**src/rtl/ascon_job_sequencer_if.sv**
```systemverilog
// Job descriptor handshake between the register slave and the sequencer.
// The host side drives the descriptor and the sequencer returns ready.
interface ascon_job_sequencer_if #(
    parameter int LEN_W = 7
);
    logic             job_valid;
    logic             job_ready;
    logic [1:0]       job_mode;
    logic [LEN_W-1:0] job_ad_len;
    logic [LEN_W-1:0] job_msg_len;

    modport master (
        output job_valid, job_mode, job_ad_len, job_msg_len,
        input  job_ready
    );

    modport slave (
        input  job_valid, job_mode, job_ad_len, job_msg_len,
        output job_ready
    );
endinterface

```
**src/rtl/ascon_job_sequencer.sv**
```systemverilog
// Walks one AEAD job through the ASCON core: start, AD blocks,
// message blocks and tag, with protocol-error, timeout and abort exits.
module ascon_job_sequencer #(
    parameter int LEN_W   = 7,
    parameter int TIMEOUT = 255
) (
    input  logic                   clk,
    input  logic                   nRST,
    ascon_job_sequencer_if.slave   job,
    input  logic                   abort,
    output logic                   core_start,
    output logic [1:0]             core_mode,
    input  logic                   core_ad_read,
    input  logic                   core_ctv,
    input  logic                   core_tv,
    output logic                   src_sel,
    output logic [LEN_W-4:0]       blk_idx,
    output logic [3:0]             blk_len,
    output logic                   busy,
    output logic                   done,
    output logic                   err
);
    localparam int IW = LEN_W - 3;
    localparam int CW = $clog2(TIMEOUT + 1);

    typedef enum logic [2:0] {
        S_IDLE, S_START, S_AD, S_MSG, S_TAG, S_DONE
    } state_t;

    state_t           state;
    logic [LEN_W-1:0] ad_len;
    logic [LEN_W-1:0] msg_len;
    logic [IW-1:0]    idx;
    logic [CW-1:0]    tcnt;
    logic             err_q;
    logic [LEN_W-1:0] cur_len;
    logic             last;
    logic             tmo;

    // Length of the phase currently being presented and its block math.
    always_comb begin
        cur_len = (state == S_AD) ? ad_len : msg_len;
        last    = (idx == cur_len[LEN_W-1:3]);
        tmo     = (tcnt == CW'(TIMEOUT - 1));
    end

    // Job FSM: one register set, outputs decoded from it below.
    always_ff @(posedge clk or negedge nRST) begin
        if (!nRST) begin
            state     <= S_IDLE;
            ad_len    <= '0;
            msg_len   <= '0;
            core_mode <= '0;
            idx       <= '0;
            tcnt      <= '0;
            err_q     <= 1'b0;
        end else begin
            err_q <= 1'b0;
            unique case (state)
                S_IDLE: begin
                    idx  <= '0;
                    tcnt <= '0;
                    if (job.job_valid) begin
                        core_mode <= job.job_mode;
                        ad_len    <= job.job_ad_len;
                        msg_len   <= job.job_msg_len;
                        state     <= S_START;
                    end
                end
                S_START: begin
                    idx  <= '0;
                    tcnt <= '0;
                    if (abort)
                        state <= S_IDLE;
                    else if (ad_len != '0)
                        state <= S_AD;
                    else
                        state <= S_MSG;
                end
                S_AD: begin
                    if (abort) begin
                        state <= S_IDLE;
                        idx   <= '0;
                    end else if (core_ctv || core_tv) begin
                        state <= S_IDLE;
                        idx   <= '0;
                        err_q <= 1'b1;
                    end else if (core_ad_read) begin
                        tcnt <= '0;
                        if (last) begin
                            state <= S_MSG;
                            idx   <= '0;
                        end else begin
                            idx <= idx + IW'(1);
                        end
                    end else if (tmo) begin
                        state <= S_IDLE;
                        idx   <= '0;
                        err_q <= 1'b1;
                    end else begin
                        tcnt <= tcnt + CW'(1);
                    end
                end
                S_MSG: begin
                    if (abort) begin
                        state <= S_IDLE;
                        idx   <= '0;
                    end else if (core_ad_read || core_tv) begin
                        state <= S_IDLE;
                        idx   <= '0;
                        err_q <= 1'b1;
                    end else if (core_ctv) begin
                        tcnt <= '0;
                        if (last)
                            state <= S_TAG;
                        else
                            idx <= idx + IW'(1);
                    end else if (tmo) begin
                        state <= S_IDLE;
                        idx   <= '0;
                        err_q <= 1'b1;
                    end else begin
                        tcnt <= tcnt + CW'(1);
                    end
                end
                S_TAG: begin
                    if (abort) begin
                        state <= S_IDLE;
                        idx   <= '0;
                    end else if (core_ad_read || core_ctv) begin
                        state <= S_IDLE;
                        idx   <= '0;
                        err_q <= 1'b1;
                    end else if (core_tv) begin
                        state <= S_DONE;
                        tcnt  <= '0;
                    end else if (tmo) begin
                        state <= S_IDLE;
                        idx   <= '0;
                        err_q <= 1'b1;
                    end else begin
                        tcnt <= tcnt + CW'(1);
                    end
                end
                S_DONE: begin
                    state <= S_IDLE;
                    idx   <= '0;
                    tcnt  <= '0;
                end
                default: begin
                    state <= S_IDLE;
                    idx   <= '0;
                    tcnt  <= '0;
                end
            endcase
        end
    end

    // Outputs depend only on registered state, never on core strobes.
    always_comb begin
        job.job_ready = (state == S_IDLE);
        busy          = (state != S_IDLE);
        core_start    = (state == S_START);
        src_sel       = (state == S_AD);
        done          = (state == S_DONE);
        err           = err_q;
        blk_idx       = idx;
        blk_len       = 4'd0;
        if (state == S_AD || state == S_MSG) begin
            if (idx < cur_len[LEN_W-1:3])
                blk_len = 4'd8;
            else
                blk_len = {1'b0, cur_len[2:0]};
        end
    end
endmodule

```
**src/flat_wrapper.sv**
```systemverilog
// flat-port wrapper written by rule: the top's interface ports become plain ports
module ascon_job_sequencer_flat 
#(
    parameter int LEN_W   = 7,
    parameter int TIMEOUT = 255
)
  (clk, nRST, abort, core_start, core_mode, core_ad_read, core_ctv, core_tv, src_sel, blk_idx, blk_len, busy, done, err, job_job_valid, job_job_mode, job_job_ad_len, job_job_msg_len, job_job_ready);
  ascon_job_sequencer_if #(.LEN_W(LEN_W)) job_i ();
  input  logic clk;
  input  logic nRST;
  input  logic abort;
  output logic core_start;
  output logic [1:0] core_mode;
  input  logic core_ad_read;
  input  logic core_ctv;
  input  logic core_tv;
  output logic src_sel;
  output logic [LEN_W-4:0] blk_idx;
  output logic [3:0] blk_len;
  output logic busy;
  output logic done;
  output logic err;
  input wire logic [$bits(job_i.job_valid)-1:0] job_job_valid;
  input wire logic [$bits(job_i.job_mode)-1:0] job_job_mode;
  input wire logic [$bits(job_i.job_ad_len)-1:0] job_job_ad_len;
  input wire logic [$bits(job_i.job_msg_len)-1:0] job_job_msg_len;
  output wire logic [$bits(job_i.job_ready)-1:0] job_job_ready;
  assign job_i.job_valid = job_job_valid;
  assign job_i.job_mode = job_job_mode;
  assign job_i.job_ad_len = job_job_ad_len;
  assign job_i.job_msg_len = job_job_msg_len;
  assign job_job_ready = job_i.job_ready;
  ascon_job_sequencer #(.LEN_W(LEN_W), .TIMEOUT(TIMEOUT)) u_core (.clk(clk), .nRST(nRST), .job(job_i), .abort(abort), .core_start(core_start), .core_mode(core_mode), .core_ad_read(core_ad_read), .core_ctv(core_ctv), .core_tv(core_tv), .src_sel(src_sel), .blk_idx(blk_idx), .blk_len(blk_len), .busy(busy), .done(done), .err(err));
endmodule
```
**config.mk**
```make
export PLATFORM = sky130hd
export DESIGN_NAME = ascon_job_sequencer_flat
export DESIGN_NICKNAME = d
export VERILOG_FILES = /design/src/rtl/ascon_job_sequencer_if.sv /design/src/rtl/ascon_job_sequencer.sv /design/src/flat_wrapper.sv
export SDC_FILE = /design/constraint.sdc
export NUM_CORES = 1
export LEC_CHECK = 0
export CORE_AREA = 2 2 86 88
export DETAILED_ROUTE_END_ITERATION = 16
export DIE_AREA = 0 0 88 90
export GPL_TIMING_DRIVEN = 0
export PLACE_DENSITY = 0.58
export SLEW_MARGIN = 10
export SYNTH_ARGS = -nofsm -noshare
export SYNTH_HDL_FRONTEND = slang
export SYNTH_SLANG_ARGS = --single-unit
```
**constraint.sdc**
```tcl
create_clock -name clk -period 4.78 [get_ports clk]
set_clock_uncertainty 0.1 [all_clocks]
set_input_delay 0.956 -clock clk [delete_from_list [all_inputs] [get_ports clk]]
set_output_delay 0.956 -clock clk [all_outputs]
set_load 0.03 [all_outputs]
```
Word-level counts from Yosys, hierarchy flattened

Index checks and enable logic that the tools add are counted.

RAM bits: 0
Register bits after elaboration: 32
Latch bits: 0
Memories kept: 0
Memory bits (read-only): 0
Output and inout bits: 16
Input port bits: 23

Shifts and indexed selects: 0
Multiplexer cells: 54
Bitwise gates (word level): 0
Divide/modulo/power cells: 0
Multipliers: 0
Reductions and logical operators: 11
Magnitude comparators: 1
Add/subtract/negate cells: 2
Eq/ne operators: 18

Operators with widths:

| operator                                                                 | count |
|---|---|
| 8-bit 2-to-1 mux                                                         | 10 |
| 4-bit 2-to-1 mux                                                         | 14 |
| 3-bit 2-to-1 mux                                                         | 14 |
| 8-bit case mux with 3 select lines                                       | 1 |
| 3-bit case mux with 5 select lines                                       | 1 |
| 2-bit inequality test (second input constant)                            | 7 |
| 4-bit case mux with 3 select lines                                       | 1 |
| 1-bit 2-to-1 mux                                                         | 11 |
| 5-bit by 3-bit inequality test with 1-bit output (second input constant) | 2 |
| 8-bit by 1-bit adder with 8-bit output (second input constant)           | 1 |
| 8-bit == test (second input constant)                                    | 1 |
| 7-bit 2-to-1 mux                                                         | 1 |
| 7-bit nonzero test                                                       | 1 |
| 3-bit by 2-bit == test with 1-bit output (second input constant)         | 2 |
| 3-bit == test (second input constant)                                    | 2 |
| 6-bit AND reduction                                                      | 1 |
| 5-bit inequality test (second input constant)                            | 1 |
| 4-bit by 1-bit adder with 4-bit output (second input constant)           | 1 |
| 4-bit == test                                                            | 1 |
| 1-bit logical OR                                                         | 4 |
| 4-bit < comparator                                                       | 1 |
| 4-bit by 3-bit inequality test with 1-bit output (second input constant) | 1 |
| 2-bit AND reduction                                                      | 2 |
| 3-bit by 1-bit == test with 1-bit output (second input constant)         | 1 |
| 4 further kinds                                                          | 4 |

Longest topological paths before layout

Depth in word-level cells: 8
Gate-level depth with buffers: 10

Least setup slack after synthesis

OpenSTA, ideal clock, no wires.

Kind: register to output
Start: register u_core.state[2]
End: output blk_len[3]
Data required time: 3.724 ns
Path buffers: 1
Data arrival time: 2.734 ns
Path slack: 0.990 ns
Cell stages (with the launch flop): 10
Cells stage by stage: dfrtp_1 -> nand2b_1 -> buf_2 -> nor2_2 -> mux2i_1 -> ha_1 -> nor2b_1 -> o21a_1 -> o21a_1 -> nor3_1

Cells in the longest elaborated chain, start to end: 5
Elaborated cells between the ends (all ways): 7

RTL lines:

| what                                         | line                       | RTL |
|---|---|---|
| start, declared                              | ascon_job_sequencer.sv:30  | `state_t state;` |
| start signal, assigned                       | ascon_job_sequencer.sv:50  | `state <= S_IDLE;` |
| start signal, assigned                       | ascon_job_sequencer.sv:67  | `state <= S_START;` |
| start signal, assigned                       | ascon_job_sequencer.sv:74  | `state <= S_IDLE;` |
| 3-bit by 2-bit == test with 1-bit output (*) | --                         |  |
| via src_sel                                  | flat_wrapper.sv:17         | `output logic src_sel;` |
| 7-bit 2-to-1 mux                             | ascon_job_sequencer.sv:42  | `cur_len = (state == S_AD) ? ad_len : msg_len;` |
| 4-bit < comparator                           | ascon_job_sequencer.sv:170 | `if (idx < cur_len[LEN_W-1:3])` |
| 4-bit 2-to-1 mux                             | ascon_job_sequencer.sv:170 |  |
| 4-bit 2-to-1 mux (*)                         | ascon_job_sequencer.sv:169 | `if (state == S_AD \|\| state == S_MSG) begin` |
| end, declared                                | flat_wrapper.sv:19         | `output logic [3:0] blk_len;` |

Mark *: on every way through the listed nets, which the timed path passes. The rest lies on a longest branch.

Worst setup path in the final report

Start: register u_core.state[2]
End: output blk_len[2]

Cells in the longest elaborated chain, start to end: 5
Elaborated cells between the ends (all ways): 7

RTL lines:

| what                                     | line |
|---|---|
| 3-bit by 2-bit == test with 1-bit output | ascon_job_sequencer.sv:42, ascon_job_sequencer.sv:169 |
| 7-bit 2-to-1 mux                         | ascon_job_sequencer.sv:42 |
| 4-bit < comparator                       | ascon_job_sequencer.sv:170 |
| 4-bit 2-to-1 mux                         | ascon_job_sequencer.sv:170 |
| 4-bit 2-to-1 mux (*)                     | ascon_job_sequencer.sv:169 |

Mark *: on every way between the ends. The rest lies on a longest branch, timed or not.

==> reports/qor.yml <==
run_status:
  outcome: "finished clean"
synth:
  yosys-top-cells-area: "dfrtp_1, mux2_2, ha_1"
  yosysTopAreaCellShare_pct: 40.5
  synth_top_family_by_area: "compound AO/OA/AOI/OAI gates"
  ys_top_cells_by_count: "dfrtp_1, mux2_2, a21oi_1"
  yosysUniqueCellTypes: 48
  syn_inst: 194
  synth-compound-area-share_pct: 17.8
  synth_area_sq_um: 1980
  muxShareOfSynthArea_pct: 12.8
  yosysMostFrequentCell: "dfrtp_1"
  synth-async-reset-ratio_pct: 100
  synthXorXnorAreaFrac_pct: 0.443
  synth-simple-area-share_pct: 17.7
  synthAdderAreaFrac_pct: 4.43
  avgSynthCellArea_sq_um: 10.2
  ys_seq_area_share_pct: 40.5
  synth_top_cell_by_area: "dfrtp_1"
  yosysWarnings: 0
  synth-seq-cells: 32
  yosys_most_used_dff: "dfrtp_1"
  synth_edf_count: 0
  syn_nets: 224
global_route:
  grt_use_met3_pct: 3.03
  grt_max_degree: 33
  use_met2_pct: 18.0
  use_met1_pct: 17.8
  grt_pass1_wl_um: 7730
  grt_usage_pct: 12.4
  top_usage_layer: "met2"
  grt-ovfl-total: 0
  grt_antenna_before_repair: 0
  grt_pass1_vias: 1548
pwr:
  switching_share_pct: 36.6
  pwr-share-seq_pct: 33.4
  power.total_w: 0.00122
  powerDensity_nw_per_um2: 477
  ir_worst_vdd_mv: 0.219
  power_switching_w: 0.000446
  p_leak_nw: 1.04
  p_comb_share_pct: 45.5
  internal_power_w: 0.000775
  power_frac_clock_pct: 21.1
sta:
  finalHoldViolCount: 0
  worst_pin_slew_ns: 0.718
  setup_slack_ns: 0.302
  rsz0062_at_grt: "false"
  finalSetupTns_ns: 0
  finalSetupViolations: 0
  fin_crit_ns: 4.48
  slew_headroom_pct: 52.1
  clock.fmax_mhz: 223
  post-route-period-util_pct: 93.7
  slew_viol_final: 0
placed_design:
  dpl_cell_area_sq_um: 2450
  globalplace.congestion: 0.853
  dp_hpwl_um: 3400
  io_buffers: 35
  dp_cells: 328
  pre_cts_ws_ns: 0.632
clocking:
  clock_sinks: 32
  ctsResizeCount: 0
  clk_pin_slew_ns: 0.07
  cts-buffers-inserted: 5
  post-cts-setup-buffer-count: 0
  cts_tree: "built"
  htreeDepth: 2
  postCtsHoldBufs: 0
  cts_max_path_buffers: 2
  cts-root-buf: "clkbuf_8"
  clk_latency_ns: 0.28
worst_setup_path:
  path_class: "reg2out"
  cp_slowest_stage_delay_ns: 0.61
  cp_cell_sequence: "nand2b_1, buf_2, nor2_2, mux2i_1, ha_1, nor2b_1, o21a_1, o21a_1, o21ai_0, nor2_1, clkdlybuf4s50_1"
  critPathCaptureType: "primary output"
  critPathSlowestCell: "clkdlybuf4s50_1"
  critical_path.max_fanout: 9
  worst_path_most_repeated_cell: "o21a_1"
  cp-start-kind: "flip-flop"
  required_ns: 3.72
  crit_arrival_ns: 3.42
cells_and_area:
  syn_to_final_growth_pct: 29.4
  drive_gt1_share_pct: 18.6
  diodes: 0
  final_cell_area_sq_um: 2560
  final_cells: 336
  final_nets: 266
die:
  fp.dieW_um: 88
  core-area_sq_um: 7020
  dieHeight_um: 90
  dieArea_sq_um: 7920
  ioPinCount: 39
  placementRows: 31
  start_util_pct: 28.2
route:
  vias: 1632
  drt_pass1_iterations: 4
  vias_per_cell: 4.86
  wirelength_um: 4530
  first_iter_violations: 100
  ant_nets: 0
  drcViolationCount: 0
  wire_per_inst_um: 13.5
min_path:
  hold_class: "reg2reg"
flow_run:
  maxCapViolCount: 0
[path summary, 6_finish.rpt]
path,startpoint,cells past startpoint,end,slack [ns]
max reg2reg,u_core.state[2]$_DFFE_PN0P_,10,u_core.blk_idx[2]$_DFFE_PN0P_,1.71
max in group asynchronous,nRST,1,u_core.msg_len[2]$_DFFE_PN0P_,3.49
min reg2reg,u_core.msg_len[0]$_DFFE_PN0P_,1,u_core.msg_len[0]$_DFFE_PN0P_,0.40
min,u_core.msg_len[0]$_DFFE_PN0P_,1,u_core.msg_len[0]$_DFFE_PN0P_,0.40
min in group asynchronous,nRST,1,u_core.tcnt[6]$_DFFE_PN0P_,0.63
max,u_core.state[2]$_DFFE_PN0P_,11,blk_len[2],0.30
[metrics by stage]
step / hold slack, ns / util (%)
floorplan: 0.374 / -
global placement: 0.390 / 34.9
detailed placement: 0.394 / 34.8
CTS: 0.410 / 36.4
global route: 0.425 / 36.4
finish: 0.404 / 36.4
[cells in the final DEF (no fill, tap or decap), types with 3 or more instances in the layout]
master	instances
o21ai_0	8
a31o_1	6
nand4_1	3
buf_6	3
mux2i_1	4
ha_1	7
nor3b_1	3
nand3_1	5
nand2b_1	4
a31oi_1	3
inv_1	7
o21a_1	4
dfrtp_1	32
a21oi_1	15
mux2_2	19
nor2_1	9
buf_2	6
clkdlybuf4s50_1	34
nor3_1	9
clkbuf_8	5
nand2_1	7
and3_1	4
nor2b_1	3
[logic make-up after synthesis]
kind of cell | Yosys count
multiplexers | 23
AND/OR/NAND/NOR | 61
adder cells (fa/ha/maj) | 7
XOR/XNOR | 1
flip-flops | 32
AO/OA/AOI/OAI | 50
buffers and inverters | 20
[registers in the layout (all words and copies together), names as in the netlist]
name              count
u_core.core_mode      2
u_core.state          3
u_core.err            1
u_core.tcnt           8
u_core.blk_idx        4
u_core.ad_len         7
u_core.msg_len        7
[critical path: cells and delay by family (launching register included)]
kind,cells,cell delay (ns)
compound gates,3,0.66
fa+ha+maj,1,0.26
buf+inv,2,0.79
flops,1,0.44
mux,1,0.25
simple gates,4,0.75
[routing by layer]
layer  wire length [um]  up-vias
met4                 66        0
met3                254        6
met5                  0        -
met2               2040       43
li1                   -      807
met1               2170      776
[power groups by stage]
stage | clock (W) | sequential, W | combinational [W]
5_1_grt | 0.000281 | 0.000420 | 0.000612
2_1_floorplan | 0 | 0.000420 | 0.000384
4_1_cts | 0.000268 | 0.000409 | 0.000561
6_report | 0.000257 | 0.000408 | 0.000556
3_5_place_dp | 0 | 0.000415 | 0.000558
3_3_place_gp | 0 | 0.000412 | 0.000554
[final cells by class]
class | count | area (sq um)
tap | 99 | 124
fill | 727 | 4460
clock buffer | 5 | 68.8
buffer | 13 | 96.3
multi-input combinational | 142 | 1050
timing repair buffer | 35 | 345
clock inverter | 3 | 42.5
inverter | 7 | 26.3
sequential | 32 | 801
Power figures use the tool's default switching activity.
